## src/rtl/dmem_bus_bridge.sv

```systemverilog
// Data-side bridge: captures one core load/store, runs it on a single-outstanding bus, stalls the core until done.
// States: IDLE = waiting for core_req | REQ = bus_valid up, awaiting bus_ready | RSP = awaiting rsp_valid
module dmem_bus_bridge #(
  parameter int unsigned TIMEOUT_CYCLES = 255
) (
  input  logic        clk,
  input  logic        reset,
  input  logic        core_req,
  input  logic        core_we,
  input  logic [31:0] core_addr,
  input  logic [31:0] core_wdata,
  input  logic [3:0]  core_wmask,
  output logic [31:0] core_rdata,
  output logic        core_stall,
  output logic        core_err,
  output logic        bus_valid,
  input  logic        bus_ready,
  output logic        bus_we,
  output logic [31:0] bus_addr,
  output logic [31:0] bus_wdata,
  output logic [3:0]  bus_wstrb,
  input  logic        rsp_valid,
  input  logic [31:0] rsp_rdata,
  input  logic        rsp_err
);

  localparam int unsigned CW = $clog2(TIMEOUT_CYCLES + 1);
  localparam logic [CW-1:0] CNT_LAST = CW'(TIMEOUT_CYCLES - 1);
  localparam logic [CW-1:0] CNT_MAX  = '1;

  typedef enum logic [1:0] {
    IDLE = 2'd0,
    REQ  = 2'd1,
    RSP  = 2'd2
  } state_t;

  state_t        r_state;
  logic [CW-1:0] r_cnt;
  logic          w_expired;

  assign w_expired  = (r_cnt == CNT_LAST);
  assign core_stall = (r_state == REQ) || (r_state == RSP);

  always_ff @(posedge clk or posedge reset) begin
    if (reset) begin
      r_state    <= IDLE;
      r_cnt      <= '0;
      core_rdata <= '0;
      core_err   <= 1'b0;
      bus_valid  <= 1'b0;
      bus_we     <= 1'b0;
      bus_addr   <= '0;
      bus_wdata  <= '0;
      bus_wstrb  <= '0;
    end else begin
      core_err <= 1'b0;
      if (r_state != IDLE && r_cnt != CNT_MAX)
        r_cnt <= r_cnt + 1'b1;

      case (r_state)
        IDLE: begin
          if (core_req) begin
            bus_we    <= core_we;
            bus_addr  <= core_addr & 32'hFFFF_FFFC;
            bus_wdata <= core_wdata;
            bus_wstrb <= core_we ? core_wmask : 4'b0000;
            bus_valid <= 1'b1;
            r_cnt     <= '0;
            r_state   <= REQ;
          end
        end
        REQ: begin
          // An acceptance on the expiry edge cannot complete the access, so the timeout wins here.
          if (w_expired) begin
            bus_valid <= 1'b0;
            core_err  <= 1'b1;
            r_state   <= IDLE;
          end else if (bus_ready) begin
            bus_valid <= 1'b0;
            r_state   <= RSP;
          end
        end
        RSP: begin
          if (rsp_valid) begin
            if (!bus_we && !rsp_err)
              core_rdata <= rsp_rdata;
            core_err <= rsp_err;
            r_state  <= IDLE;
          end else if (w_expired) begin
            core_err <= 1'b1;
            r_state  <= IDLE;
          end
        end
        default: r_state <= IDLE;
      endcase
    end
  end

endmodule

```

## config.mk

```make
export PLATFORM = sky130hd
export DESIGN_NAME = dmem_bus_bridge
export DESIGN_NICKNAME = d
export VERILOG_FILES = /design/src/rtl/dmem_bus_bridge.sv
export SDC_FILE = /design/constraint.sdc
export NUM_CORES = 1
export LEC_CHECK = 0
export BUFFER_PORTS_ARGS = -buffer_cell sky130_fd_sc_hd__buf_2
export CORE_MARGIN = 2
export CORE_UTILIZATION = 46
export CTS_BUF_LIST = sky130_fd_sc_hd__clkbuf_16
export DETAILED_ROUTE_END_ITERATION = 8
export GPL_ROUTABILITY_DRIVEN = 1
export PLACE_DENSITY = 0.76
export SYNTH_ARGS = -nofsm -noshare
export SYNTH_HDL_FRONTEND = slang
export SYNTH_SLANG_ARGS = --single-unit
```

## constraint.sdc

```tcl
create_clock -name clk -period 4 [get_ports clk]
set_input_delay 0.2 -clock clk [delete_from_list [all_inputs] [get_ports clk]]
set_output_delay 0.2 -clock clk [all_outputs]
set_load 0.05 [all_outputs]
```

### Word level (Yosys, flattened, before mapping)

Index checks and enable logic that the tools add are counted.
Widths: inputs -> output; s select.

* mux-type cells: 17
* reduce and logical (&&, ||, !) cells: 12
* $add $sub $neg: 1
* equal/unequal tests: 7

Operators by type and width (number)
* $mux 8: 3
* $mux 2: 5
* $reduce_and 3->1: 3
* $add 8x1->8 const B: 1
* $eq 8x8->1 const B: 1
* $ne 8x8->1 const B: 1
* $ne 3x3->1 const B: 2
* $pmux 2 s3: 1
* $mux 1: 5
* $mux 4: 1
* $pmux 1 s2: 2
* $reduce_bool 2->1: 2
* $eq 2x1->1 const B: 1
* $eq 2x2->1 const B: 1
* $logic_and 1x1->1: 2
* $logic_not 1->1: 2
* $logic_not 2->1: 1
* $ne 2x2->1 const B: 1
* $reduce_and 2->1: 1
* $logic_or 1x1->1: 1

* bits of input ports: 107
* bits in registers: 111
* output and inout port bits: 104
* logic and storage cells: 46

### Logic depth before layout (Yosys ltp)

Gate-level depths: netlist of the first run.

* depth after elaboration: 5
* gate-level depth with buffers: 6
* gate-level depth less buffers: 6

### Worst setup path after synthesis of the first run

No wires, ideal clock.

* kind: register to register
* start point: register bus_we
* end point: register core_rdata[14]
* arrival time: 1471 ps
* slack: 2404 ps
* cell stages (with the launch flop): 4
* data required time: 3875 ps
* library setup time: 125 ps
* path through: dfrtp_1 > nor3_2 > buf_4 > mux2_2

* longest elaborated chain between the ends: 3

RTL lines
* start: declaration: line 18 `output logic bus_we,`
* start signal: assignment: line 63 `bus_we <= core_we;`
* $logic_not 1->1: line 85 `if (!bus_we && !rsp_err)`
* $logic_and 1x1->1: line 85
* $reduce_and 3->1 (no source line)
* end signal: assignment: line 86 `core_rdata <= rsp_rdata;`
* end: declaration: line 13 `output logic [31:0] core_rdata,`

Every way passes these cells.
A chain may end at the register's enable or synchronous reset.

### Worst setup path in the final report of the first run

* start point: register r_state[1]
* end point: register bus_addr[19]

* longest elaborated chain between the ends: 2

RTL lines
* start: declaration: line 37 `state_t r_state;`
* start signal: assignment: line 46 `r_state <= IDLE;`
* start signal: assignment: line 69 `r_state <= REQ;`
* start signal: assignment: line 77 `r_state <= IDLE;`
* $logic_not 2->1: line 60 `case (r_state)`
* $reduce_and 2->1 (no source line)
* end signal: assignment: line 64 `bus_addr <= core_addr & 32'hFFFF_FFFC;`
* end: declaration: line 19 `output logic [31:0] bus_addr,`

Every way passes these cells.

==> metrics.txt, run 1 <==
grt ovf 0; # hold bufs at CTS 0; FF-to-FF Start r_state[1]; CTS sink cnt 111; Final Hold Viols 0; I/O Buffers between 200 and 250; remaining antenna violation count 0; fill cell count roughly 770; crit path time final 2.30 ns; Setup-failing EPs final 0; slew margin rel. 36.4%; count of cell types in the netlist 36; Final #Nets just over 600; share of flip-flops with an asynchronous set or reset between 90% and 100%; Main synth FF type dfrtp_1; FF/Latch Area 2780 um^2; final wirelength between 9000 and 10000 um; CP Launch Type register; area post-placement between 5000 and 6000 um^2; RePlAce Congestion 0.793; DR vias/cell 4.89; Critical Path AT 2.52 ns; cell family with most CP delay buffers and inverters; CP bufs+invs 2; synth warn 0; vias in the first global route 3179; Final Instance Area about 5900 um^2; hold_ws 0.0767 ns; # DRC 0; commonest non-fill, non-tap cells in the layout 206 x buf_2, 111 x dfrtp_1, 95 x mux2_2; Num CTS Buffers 9; Core Util, Final 62.8%; share of cells above drive strength 1 63.2%; pin count of the biggest net entering global routing 79; Setup TNS 0 ns; Reg-to-Reg End bus_addr[19]; fin crit share 57.4%; worst-case reg-to-reg path depth 5; initial antenna violation count 0; Synth Cell Area approximately 4400 um^2; I/O pin cnt 211; crit path max fanout 27; post-detail-place hpwl 7300 um; Max Slew Vio Count 0; Worst R2R Setup Slack ~1.7 ns; H-Tree Depth 3; CP max stage delay 0.49 ns; Crit path required time approximately 4.2 ns; Die W between 100 and 150 um; EDFF count, synth 0; post-synthesis sequential area ratio 62.5%; Critical Path Sink Type register; crit path max-delay cell type ha_1; all-layer global routing usage 18.6%; drt first pass iters 4; clk slew on worst S/H paths around 0.070 ns; Die Height approximately 100 um; # Post-CTS Setup Buffers 0; DRT iter0 DRCs 71; status finished, final reports clean; Syn-to-layout area delta 31.9%; Synth Instances 302; CTS tree done; Setup Skew 0.00651 ns; Antenna diodes 0; Yosys reg bits between 100 and 150; commonest non-fill, non-tap cell in the layout buf_2; area of the core 9330 um^2; Max Freq 0.436 GHz; RSZ-0062 raised after global routing false; Syn Area/Cell between 10 and 15 um^2; Worst Tran Pin Value 0.955 ns; CTS max path bufs 2; Vias about 3100; die footprint 10500 um^2; post-CTS resize count 0; Stages on worst setup path 5; CP Cell Sequence inv_1 -> ha_1 -> nand2_2 -> buf_4 -> mux2_2; root buf cell clkbuf_16; Routed WL per cell 15.1 um; Max Cap Viol 0; Worst-Skew Late Latency approximately 0.33 ns; crit path kind reg -> reg; area of the multi-input gates 1550 um^2; Initial Util 47.6%; worst min path class in -> async; FP Rows 35; first-pass GRT wire length about 15000 um
## through the flow
stage / setup WS, ns / cells
5_1_grt: 1.48 / 643
4_1_cts: 1.66 / 643
3_5_place_dp: 1.68 / 627
2_1_floorplan: 0.869 / 303
6_report: 1.70 / 643
3_3_place_gp: 1.78 / 627
## worst reg2reg max path, cell delays in order (launching register included)
cell and delay (ns):
dfrtp_1 0.39, inv_1 0.10, ha_1 0.49, nand2_2 0.48, buf_4 0.40, mux2_2 0.32
## area by class of cell
| class | instances | area share (%) |
|---|---|---|
| Inverter | 10 | 0.683 |
| Timing Repair Buffer | 210 | 18.1 |
| Clock inverter | 7 | 0.811 |
| Multi-Input combinational cell | 167 | 26.4 |
| Sequential cell | 111 | 47.4 |
| Clock buffer | 9 | 3.84 |
| Tap cell | 129 | 2.75 |
## registers in the layout (all words and copies together) (netlist names)
name / cells
bus_addr: 30
bus_valid: 1
bus_wdata: 32
bus_we: 1
bus_wstrb: 4
core_err: 1
core_rdata: 32
r_cnt: 8
r_state: 2
## synth_stat cells (2+ instances only)
cell type  instances  share of area (%)
and4_1             3               0.59
o21ai_0           10                1.1
inv_1             10               0.84
nand4_1            3               0.42
buf_2              8               0.90
o21ai_1            2               0.23
mux2_2            95                 24
ha_1               5                1.4
nor2b_1            2               0.28
a31oi_1            2               0.28
nand2_1           13                1.1
nor3_2             2               0.45
mux2i_1            3               0.68
buf_4              6                1.0
a21oi_1            6               0.68
dfrtp_1          111                 63
nand3_1            2               0.23
## layer usage
metal	wire length, um	vias up	global-route usage (%)
li1	-	1484	-
met3	746	13	5.54
met4	142	0	5.95
met5	0	-	0
met2	4930	128	33.1
met1	3910	1518	21.6
## how the worst max path moves through the flow
stage,start,endpoint,slack (ns)
final,r_state[1],bus_addr[19],1.70
after global routing,r_state[1],bus_wdata[4],1.48
after CTS,r_state[1],bus_wdata[4],1.66
after detailed placement,r_state[1],bus_wdata[4],1.68
after global placement,r_state[1],bus_addr[27],1.78
after floorplan,reset,bus_addr[10],0.87
## cells by family after synthesis
family          count (synthesis)  share of synthesized area [%]
flops                         111                           62.5
mux                            99                           25.0
simple gates                   32                           4.17
compound gates                 28                           3.77
buf+inv                        25                           2.84
fa+ha+maj                       5                           1.41
other cells                     1                         0.0844
xor+xnor                        1                          0.197
Power of run 1 is not shown: default switching activity piles up to over one toggle a cycle in this logic, so the estimate is an artifact.
==> run 2, diff against run 1 <==
- CORE_UTILIZATION: 46 -> 42
- PLACE_DENSITY: 0.76 -> 0.73
- clock period: 4 -> 1.9 ns (I/O delays scaled with it)
==> metrics.txt, run 2 (same netlist as run 1, synthesis figures left out) <==
RePlAce Congestion 0.765 (-3.4%); area of the core 10300 um^2 (+10%); # Post-CTS Setup Buffers 0 (unchanged); initial antenna violation count 0 (unchanged); fill cell count 719 (-7.1%); slew margin rel. 56.6% (+20 points); FF/Latch Area 2780 um^2 (unchanged); Setup TNS 0 ns (unchanged); commonest non-fill, non-tap cell in the layout buf_2; die footprint 11400 um^2 (+9.1%); pin count of the biggest net entering global routing 52 (-34%); crit path max fanout 10 (-63%); status finished, final reports clean; vias in the first global route 3907 (+23%); Die W 107 um (+4.5%); I/O pin cnt 211 (unchanged); Core Util, Final 67.4% (+4.6 points); Crit path required time 2.12 ns (-2.10 ns); FP Rows 37 (+5.7%); Max Slew Vio Count 0 (unchanged); fin crit share 88.4% (+31 points); I/O Buffers 206 (unchanged); Routed WL per cell 15.7 um (+3.7%); area post-placement 5720 um^2 (+2.3%); Setup-failing EPs final 0 (unchanged); Final Hold Viols 0 (unchanged); met1 GRT Util 23.5% (+1.9 points); CTS sink cnt 111 (unchanged); first-pass GRT wire length 18900 um (+26%); remaining antenna violation count 0 (unchanged); DRT iter0 DRCs 89 (+25%); peak supply drop ~1.3 mV; CTS tree done; GR peak layer met2; Antenna diodes 0 (unchanged); all-layer global routing usage 21.1% (+2.5 points); Design Power 13400 uW; crit path kind reg -> reg; Critical Path AT 1.90 ns (-0.62 ns); Largest regs bus_wdata x32, core_rdata x32, bus_addr x30; final wirelength 11700 um (+20%); Final #Nets 720 (+16%); hold_ws 0.0159 ns (-0.0608 ns); Critical Path Sink Type register; Worst Tran Pin Value 0.649 ns (-0.306 ns); CP Launch Type register; root buf cell clkbuf_16; Initial Util 43.2% (-4.4 points); Max Freq 0.595 GHz (+37%); clk slew on worst S/H paths 0.07 ns (about the same); crit path time final 1.68 ns (-0.616 ns); drt first pass iters 5 (+1); met3 global-route usage 6.81% (+1.3 points); Syn-to-layout area delta 55.9%; worst min path class in -> reg; DR vias/cell 4.78 (-2.2%); Num CTS Buffers 9 (unchanged); Max Cap Viol 0 (unchanged); Power Density 1930 nW/um^2; CTS max path bufs 2 (unchanged); Die Height 107 um (+4.5%); Leakage Power roughly 0.0034 uW; RSZ-0062 raised after global routing false; post-detail-place hpwl 7470 um (+2.4%); Worst-Skew Late Latency 0.33 ns (about the same); grt ovf 0 (unchanged); Setup Skew 0.00874 ns (+0.00222 ns); H-Tree Depth 3 (unchanged); Final Instance Area 6930 um^2 (+18%); share of cells above drive strength 1 53.8% (-9.4 points); # DRC 0 (unchanged); area of the multi-input gates 1550 um^2 (unchanged); M2 GR Usage 38.2% (+5.0 points); Vias 3572 (+14%); commonest non-fill, non-tap cells in the layout 206 x buf_2, 111 x dfrtp_1, 95 x mux2_2
[run 2: cell count changes in the layout (fill, tap and decap cells not counted), moves of 2 or more]
cell | before | now
dlygate4sd3_1 | 0 | 93
buf_12 | 0 | 6
inv_6 | 2 | 0
clkinvlp_4 | 0 | 3
clkinv_4 | 2 | 0
[run 2: stage by stage]
step | worst slack [ns] | cells
after floorplan | 0.304 | 303
after global placement | 0.255 | 640
after detailed placement | 0.230 | 640
after CTS | 0.206 | 747
after global routing | 0.101 | 747
final | 0.221 | 747
[run 2: layout make-up]
type | count | share of cell area [%]
Clock inverter | 5 | 0.759
Inverter | 10 | 0.596
Tap cell | 136 | 2.46
Sequential cell | 111 | 40.1
Multi-Input combinational cell | 167 | 22.4
Timing Repair Buffer | 309 | 30.5
Clock buffer | 9 | 3.25
[run 2: worst max-delay path, cell delays in order, from the launching register on]
cell     delay, ns
dfrtp_1       0.38
inv_1         0.11
ha_1          0.19
nand2_1       0.09
nor3_4        0.19
buf_4         0.24
mux2_2        0.35
[run 2: routing by layer]
| layer | part of all wire [%] | vias up |
|---|---|---|
| met5 | 0 | - |
| met4 | 2.1 | 0 |
| met3 | 7.1 | 18 |
| met2 | 52 | 140 |
| met1 | 39 | 1745 |
| li1 | - | 1669 |
[run 2: where the power goes]
part / leakage (uW) / internal [uW] / switching [uW] / total, uW
Sequential: 0.00135 / 3500 / 616 / 4110
Combinational: 0.00190 / 2150 / 5330 / 7480
Clock: 0.000132 / 999 / 786 / 1780
[run 2: repair_timing]
action                                 in CTS  in global routing
resized for setup                           0                  0
hold buffers                               93                  0
endpoints found under the hold margin     118                  0
[run 2: final timing paths]
path                                      from              to  slack, ns  depth (start not counted)
worst max register to register      r_state[0]  core_rdata[15]       0.22                          6
min in group asynchronous                reset    bus_addr[25]       0.43                          3
worst max-delay path                r_state[0]  core_rdata[15]       0.22                          6
worst min register to register  core_rdata[16]  core_rdata[16]       0.48                          1
max in group asynchronous                reset   core_rdata[5]       0.80                          4
worst min-delay path             core_wmask[3]    bus_wstrb[3]       0.02                          3
No activity file was read; power rests on OpenSTA's default activity.
